## config.mk

```make
export PLATFORM = sky130hd
export DESIGN_NAME = overlay_read_buffer_switcher_flat
export DESIGN_NICKNAME = d
export VERILOG_FILES = /design/src/rtl/overlay_read_buffer_switcher_pkg.sv /design/src/rtl/overlay_read_buffer_switcher_if.sv /design/src/rtl/overlay_read_buffer_switcher_edge_sync_detect.sv /design/src/rtl/overlay_read_buffer_switcher.sv /design/src/flat_wrapper.sv
export SDC_FILE = /design/constraint.sdc
export NUM_CORES = 1
export LEC_CHECK = 0
export CAP_MARGIN = 20
export CORE_MARGIN = 2
export CORE_UTILIZATION = 35
export CTS_CLUSTER_DIAMETER = 80
export DETAILED_ROUTE_END_ITERATION = 8
export PLACE_DENSITY = 0.72
export SKIP_LAST_GASP = 1
export SYNTH_ARGS = -nofsm -noshare
export SYNTH_HDL_FRONTEND = slang
export SYNTH_SLANG_ARGS = --single-unit
```

## constraint.sdc

```tcl
create_clock -name clk -period 1.95 [get_ports clk]
set_input_delay 0.195 -clock clk [delete_from_list [all_inputs] [get_ports clk]]
set_output_delay 0.195 -clock clk [all_outputs]
set_load 0.02 [all_outputs]
```

## src/rtl/overlay_read_buffer_switcher_pkg.sv

```systemverilog
// overlay_buf_pkg: shared sizes, FSM state type and index check for the overlay read buffer switcher
package overlay_buf_pkg;
  localparam int NUM_BUFS = 3;
  localparam int BUF_IDX_W = 2;
  localparam int SYNC_STAGES = 2;
  localparam int DROP_W = 16;
  typedef enum logic {EMPTY, READY} state_t;
  typedef logic [BUF_IDX_W-1:0] buf_idx_t;
  function automatic logic idx_valid(buf_idx_t i);
    return int'(i) < NUM_BUFS;
  endfunction
endpackage

```

## src/rtl/overlay_read_buffer_switcher_if.sv

```systemverilog
// overlay_read_buffer_switcher_if: writer commit, VGA vsync and read-DMA buffer select bundle; master drives commits/vsync, slave is the switcher
interface overlay_read_buffer_switcher_if import overlay_buf_pkg::*; #(parameter int ADDR_W = 32);
  logic enable;
  buf_idx_t wr_buffer_port;
  logic wr_buffer_vsync;
  logic rd_vsync;
  buf_idx_t rd_buffer_port;
  logic [ADDR_W-1:0] rd_base;
  logic swap_pulse;
  logic pending;
  logic [DROP_W-1:0] drop_count;
  logic port_err;
  modport master(output enable, wr_buffer_port, wr_buffer_vsync, rd_vsync, input rd_buffer_port, rd_base, swap_pulse, pending, drop_count, port_err);
  modport slave(input enable, wr_buffer_port, wr_buffer_vsync, rd_vsync, output rd_buffer_port, rd_base, swap_pulse, pending, drop_count, port_err);
endinterface

```

## src/rtl/overlay_read_buffer_switcher_edge_sync_detect.sv

```systemverilog
// edge_sync_detect: synchronizer plus history flop; ports clk, reset, i_async in, o_level synced level, o_edge one-cycle edge pulse
module edge_sync_detect import overlay_buf_pkg::*; #(
  parameter logic RST_VAL = 1'b0,
  parameter logic RISE = 1'b1
) (
  input  logic clk,
  input  logic reset,
  input  logic i_async,
  output logic o_level,
  output logic o_edge
);
  logic [SYNC_STAGES-1:0] r_sync;
  logic r_hist;
  always_ff @(posedge clk or posedge reset)
    if (reset) begin
      r_sync <= {SYNC_STAGES{RST_VAL}};
      r_hist <= RST_VAL;
    end else begin
      r_sync <= {r_sync[SYNC_STAGES-2:0], i_async};
      r_hist <= r_sync[SYNC_STAGES-1];
    end
  assign o_level = r_sync[SYNC_STAGES-1];
  assign o_edge = RISE ? (o_level & ~r_hist) : (~o_level & r_hist);
endmodule

```

## src/rtl/overlay_read_buffer_switcher.sv

```systemverilog
// overlay_read_buffer_switcher: latches newest committed overlay buffer and hands it to the read DMA on VGA vsync; ports clk, reset, bus (slave)
module overlay_read_buffer_switcher import overlay_buf_pkg::*; #(
  parameter int ADDR_W = 32,
  parameter logic [ADDR_W-1:0] BUF0_BASE = 32'h0000_0000,
  parameter logic [ADDR_W-1:0] BUF1_BASE = 32'h0004_B000,
  parameter logic [ADDR_W-1:0] BUF2_BASE = 32'h0009_6000
) (
  input logic clk,
  input logic reset,
  overlay_read_buffer_switcher_if.slave bus
);
  logic w_vs_edge, w_commit, w_unused_vs_lvl, w_unused_wr_lvl;
  logic w_commit_ok, w_take, w_swap;
  state_t r_state, w_state_nxt;
  buf_idx_t r_ready_buf, r_rd_port;
  logic [ADDR_W-1:0] r_rd_base, w_base;
  logic r_swap, r_err;
  logic [DROP_W-1:0] r_drop, w_drop_nxt;
  edge_sync_detect #(.RST_VAL(1'b1), .RISE(1'b0)) u_vs_sync (
    .clk(clk), .reset(reset), .i_async(bus.rd_vsync), .o_level(w_unused_vs_lvl), .o_edge(w_vs_edge)
  );
  edge_sync_detect #(.RST_VAL(1'b0), .RISE(1'b1)) u_wr_sync (
    .clk(clk), .reset(reset), .i_async(bus.wr_buffer_vsync), .o_level(w_unused_wr_lvl), .o_edge(w_commit)
  );
  // vsync consumes the old ready_buf before a same-cycle commit reloads it, so commit wins the state
  always_comb begin
    w_commit_ok = w_commit & idx_valid(bus.wr_buffer_port);
    w_take = w_vs_edge & (r_state == READY) & bus.enable;
    w_swap = w_take & (r_ready_buf != r_rd_port);
    w_state_nxt = w_commit_ok ? READY : w_take ? EMPTY : r_state;
    w_drop_nxt = (w_commit_ok & (r_state == READY) & ~w_vs_edge & ~&r_drop) ? r_drop + DROP_W'(1) : r_drop;
    w_base = (r_ready_buf == 2'd2) ? BUF2_BASE : (r_ready_buf == 2'd1) ? BUF1_BASE : BUF0_BASE;
  end
  always_ff @(posedge clk or posedge reset)
    if (reset) r_state <= EMPTY;
    else r_state <= w_state_nxt;
  always_ff @(posedge clk or posedge reset)
    if (reset) begin
      r_ready_buf <= '0;
      r_rd_port <= '0;
      r_rd_base <= BUF0_BASE;
      r_swap <= 1'b0;
      r_drop <= '0;
      r_err <= 1'b0;
    end else begin
      if (w_commit_ok) r_ready_buf <= bus.wr_buffer_port;
      if (w_swap) begin
        r_rd_port <= r_ready_buf;
        r_rd_base <= w_base;
      end
      r_swap <= w_swap;
      r_drop <= w_drop_nxt;
      r_err <= r_err | (w_commit & ~w_commit_ok);
    end
  assign bus.rd_buffer_port = r_rd_port;
  assign bus.rd_base = r_rd_base;
  assign bus.swap_pulse = r_swap;
  assign bus.pending = (r_state == READY);
  assign bus.drop_count = r_drop;
  assign bus.port_err = r_err;
endmodule
```

## src/flat_wrapper.sv

```systemverilog
// flat-port wrapper written by rule: the top's interface ports become plain ports
module overlay_read_buffer_switcher_flat import overlay_buf_pkg::*;
#(
  parameter int ADDR_W = 32,
  parameter logic [ADDR_W-1:0] BUF0_BASE = 32'h0000_0000,
  parameter logic [ADDR_W-1:0] BUF1_BASE = 32'h0004_B000,
  parameter logic [ADDR_W-1:0] BUF2_BASE = 32'h0009_6000
)
  (clk, reset, bus_enable, bus_wr_buffer_port, bus_wr_buffer_vsync, bus_rd_vsync, bus_rd_buffer_port, bus_rd_base, bus_swap_pulse, bus_pending, bus_drop_count, bus_port_err);
  overlay_read_buffer_switcher_if #(.ADDR_W(ADDR_W)) bus_i ();
  input logic clk;
  input logic reset;
  input wire logic [$bits(bus_i.enable)-1:0] bus_enable;
  input wire logic [$bits(bus_i.wr_buffer_port)-1:0] bus_wr_buffer_port;
  input wire logic [$bits(bus_i.wr_buffer_vsync)-1:0] bus_wr_buffer_vsync;
  input wire logic [$bits(bus_i.rd_vsync)-1:0] bus_rd_vsync;
  output wire logic [$bits(bus_i.rd_buffer_port)-1:0] bus_rd_buffer_port;
  output wire logic [$bits(bus_i.rd_base)-1:0] bus_rd_base;
  output wire logic [$bits(bus_i.swap_pulse)-1:0] bus_swap_pulse;
  output wire logic [$bits(bus_i.pending)-1:0] bus_pending;
  output wire logic [$bits(bus_i.drop_count)-1:0] bus_drop_count;
  output wire logic [$bits(bus_i.port_err)-1:0] bus_port_err;
  assign bus_i.enable = bus_enable;
  assign bus_i.wr_buffer_port = bus_wr_buffer_port;
  assign bus_i.wr_buffer_vsync = bus_wr_buffer_vsync;
  assign bus_i.rd_vsync = bus_rd_vsync;
  assign bus_rd_buffer_port = bus_i.rd_buffer_port;
  assign bus_rd_base = bus_i.rd_base;
  assign bus_swap_pulse = bus_i.swap_pulse;
  assign bus_pending = bus_i.pending;
  assign bus_drop_count = bus_i.drop_count;
  assign bus_port_err = bus_i.port_err;
  overlay_read_buffer_switcher #(.ADDR_W(ADDR_W), .BUF0_BASE(BUF0_BASE), .BUF1_BASE(BUF1_BASE), .BUF2_BASE(BUF2_BASE)) u_core (.clk(clk), .reset(reset), .bus(bus_i));
endmodule
```

==> results.md <==
* Status: finished, final reports clean
* P_int at 1.496 mW
* Met3 routed WL at 187 um
* FMAX at 559.1 MHz
* Fin. max-slew vios at 0
* DIE AREA at 5266 um2
* Fillers at 427
* M1 WL at 1.328 mm
* Worst-path clk slew at 60 ps
* # setup viols final at 0
* Pleak at 0.9985 nW
* CTS tree: done
* First-pass GRT wire length at 4.857 mm
* Final TNS setup at 0 ps
* Largest net degree at the start of global routing at 33
* IO buf count at 34
* Final worst setup slack at 161.4 ps
* Max-cap viol count at 0
* Total Routed Length at 2.967 mm
* Final min period at 1789 ps
* Setup Skew at 4.147 ps
* Skew-Pair Late Insertion Delay at 280 ps
* Antenna Nets Post-Route at 0
* Post-route non-filler standard cell count at 241
* Core footprint at 4444 um2
* Crit path launch: u_core.bus.drop_count[0]
* Sw power at 0.7194 mW
* Yosys Warn Count at 0
* GRT Overall Usage at 12.16%
* Total Power at 2.216 mW
* Smallest hold slack at 296.6 ps
* R2R Path Start: u_core.bus.drop_count[0]
* Post-Syn Instances at 148
* Root Driver: clkbuf_8
* Comb pwr share at 31.8%
* Kind of critical path: register to register
* DIE WIDTH at 72.57 um
* Avg WL per Cell at 12.31 um
* Crit path required time at 2160 ps
* Max clock buf depth at 2
* Post-synth cell types at 37
* Fin crit share at 91.73%
* Top-area cell type share of the netlist area at 44.11%
* Synth Register Bits at 32
* DP Cell Count at 232
* # rows at 24
* Top Layer Used: met4
* GPL Wtd Cong at 0.7761
* Initial antenna violation count at 0
* Met2 wire length at 1.387 mm
* Netlist Area Pre-Place at 1645 um2
* Vias at 1102
* Reg2Reg Depth at 7
* Num CTS Buffers at 5
* Starting Density at 37.02%
* Multi-input combinational cell area at 699.4 um2
* Share of cells above drive strength 1 at 15.87%
* Vias/cell at 4.573
* Critical path launch point type: register
* CP max FO at 5
* Synth top area cells: dfrtp_1, buf_4, xor2_1, dfstp_2, nor4_1
* Mapped Avg Cell Area at 11.12 um2
* Final net count at 198
* Net Sw Frac at 32.46%
* CTS sink cnt at 32
* Htree depth at 2
* Sequential cell area fraction in the yosys report at 48.90%
* Storage element area at 804.5 um2
* Initial drt markers at 42
* Clk pwr share at 28.0%
* Layout area overhead at 26.69%
* DP Worst Slack at 138.9 ps
* Area leader, netlist: dfrtp_1
* Number of global-route vias before repair at 1015
* GR Overflow Total at 0
* Arrival time of the worst setup path at 2000 ps
* Hold Crit Class: primary input to asynchronous set/reset pin
* CTS Hold Bufs at 0
* RSZ-0062 raised after global routing: false
* DPL Wire Length at 2.175 mm
* First-pass DRT Iterations at 4
* Final hold vios at 0
* PD cells at 1063 nW/um2
* Inserted Diodes at 0
* VDD IR-drop max at 0.5409 mV
* Worst Setup End Kind: register
* DRC at 0
* Ports at 60
* Sequential Power Share at 40.2%
* Die Y at 72.57 um
-- flip-flops by register name, indices dropped and copies added, names as in the netlist, 2 cells and up --
name,count
u_core.bus.rd_buffer_port,2
u_core.bus.drop_count,16
u_core.u_vs_sync.r_sync,2
u_core.bus.rd_base,3
u_core.u_wr_sync.r_sync,2
u_core.r_ready_buf,2
-- logic make-up after synthesis --
logic type / synth area share, %
other: 0.2279
adder cells (fa/ha/maj): 2.282
AO/OA/AOI/OAI: 3.346
multiplexers: 3.574
buffers and inverters: 15.13
AND/OR/NAND/NOR: 18.56
XOR/XNOR: 7.985
flip-flops: 48.90
-- per-layer routing --
layer  global-route usage (%)  up-vias
li1                         -      530
met1                    15.95      522
met2                    17.47       43
met3                    3.889        7
met4                    7.202        0
met5                        0        -
-- cells in the final DEF (no fill, tap or decap), types with 2 or more instances in the layout --
master / netlist / layout
buf_4: 29 / 6
clkbuf_8: 0 / 5
clkdlybuf4s50_1: 0 / 34
conb_1: 1 / 25
dfrtp_1: 29 / 29
dfstp_2: 3 / 3
ha_1: 3 / 3
inv_1: 6 / 6
mux2_2: 3 / 3
nand2_1: 7 / 7
nand3_1: 4 / 3
nand4_1: 3 / 3
nor2_1: 8 / 8
nor3_1: 4 / 4
nor4_1: 7 / 6
nor4b_1: 3 / 2
o21ai_0: 2 / 2
or2_1: 2 / 2
xnor2_1: 2 / 2
xor2_1: 13 / 13
-- worst max-delay path, cell delays in order (launching register included) --
cell	delay [ps]
dfrtp_1	440
ha_1	260
nand3_2	150
nor4_4	60
buf_4	160
buf_4	150
nor4_1	340
xor2_1	170
-- area by class of cell --
cell class | instances | share of cell area, %
clock buffers | 6 | 3.481
clock inverters | 2 | 1.681
inverters | 6 | 1.080
multi-input cells | 103 | 33.55
flip-flops and latches | 32 | 38.60
well taps | 52 | 3.121
repair buffers | 40 | 18.49
-- synthesized netlist by cell type --
master	n
and3_1	1
nor4b_1	3
ha_1	3
a2bb2oi_1	1
dfrtp_1	29
nand2b_1	1
o21ai_0	2
and4_2	1
mux2i_1	1
nand3_1	4
inv_1	6
nor3_1	4
or2_1	2
nand4_1	3
nor2_2	1
nor2b_2	1
and2_1	1
conb_1	1
nand4_2	1
xnor2_1	2
buf_4	29
nand2_1	7
nand4_4	1
mux2_2	3
nor2_1	8
a21oi_1	1
buf_2	1
nor4_1	7
nand4b_1	1
buf_1	1
mux2_4	1
a22o_1	1
xor2_1	13
o2111ai_2	1
nor4_4	1
o21bai_1	1
dfstp_2	3
-- metrics by stage --
stage,area (um2),util [%]
finish,2085,46.90
global route,2085,46.90
CTS,2059,46.34
detailed placement,1952,43.92
global placement,1952,43.92
floorplan,1735,-
-- power groups by stage --
stage	Clock (mW)	Sequential [mW]	Combinational [mW]
2_1_floorplan	0	0.999	0.364
6_report	0.621	0.891	0.705
3_5_place_dp	0	0.901	0.707
5_1_grt	0.663	0.912	0.759
4_1_cts	0.635	0.891	0.709
3_3_place_gp	0	0.897	0.695
-- path summary, 6_finish.rpt --
path | end | slack (ps)
setup / recovery | u_core.bus.drop_count[11] | 160
hold / removal | u_core.bus.drop_count[9] | 300
setup reg to reg | u_core.bus.drop_count[11] | 160
hold reg to reg | u_core.u_wr_sync.r_sync[1] | 350
max in group asynchronous | u_core.u_vs_sync.r_hist | 1330
min in group clk | u_core.u_vs_sync.r_sync[0] | 310
-- repair_timing --
item	CTS	global route
buffers inserted	0	1
gates resized for setup	0	3
endpoints found under the setup margin	0	5
Power figures use the tool's default switching activity.
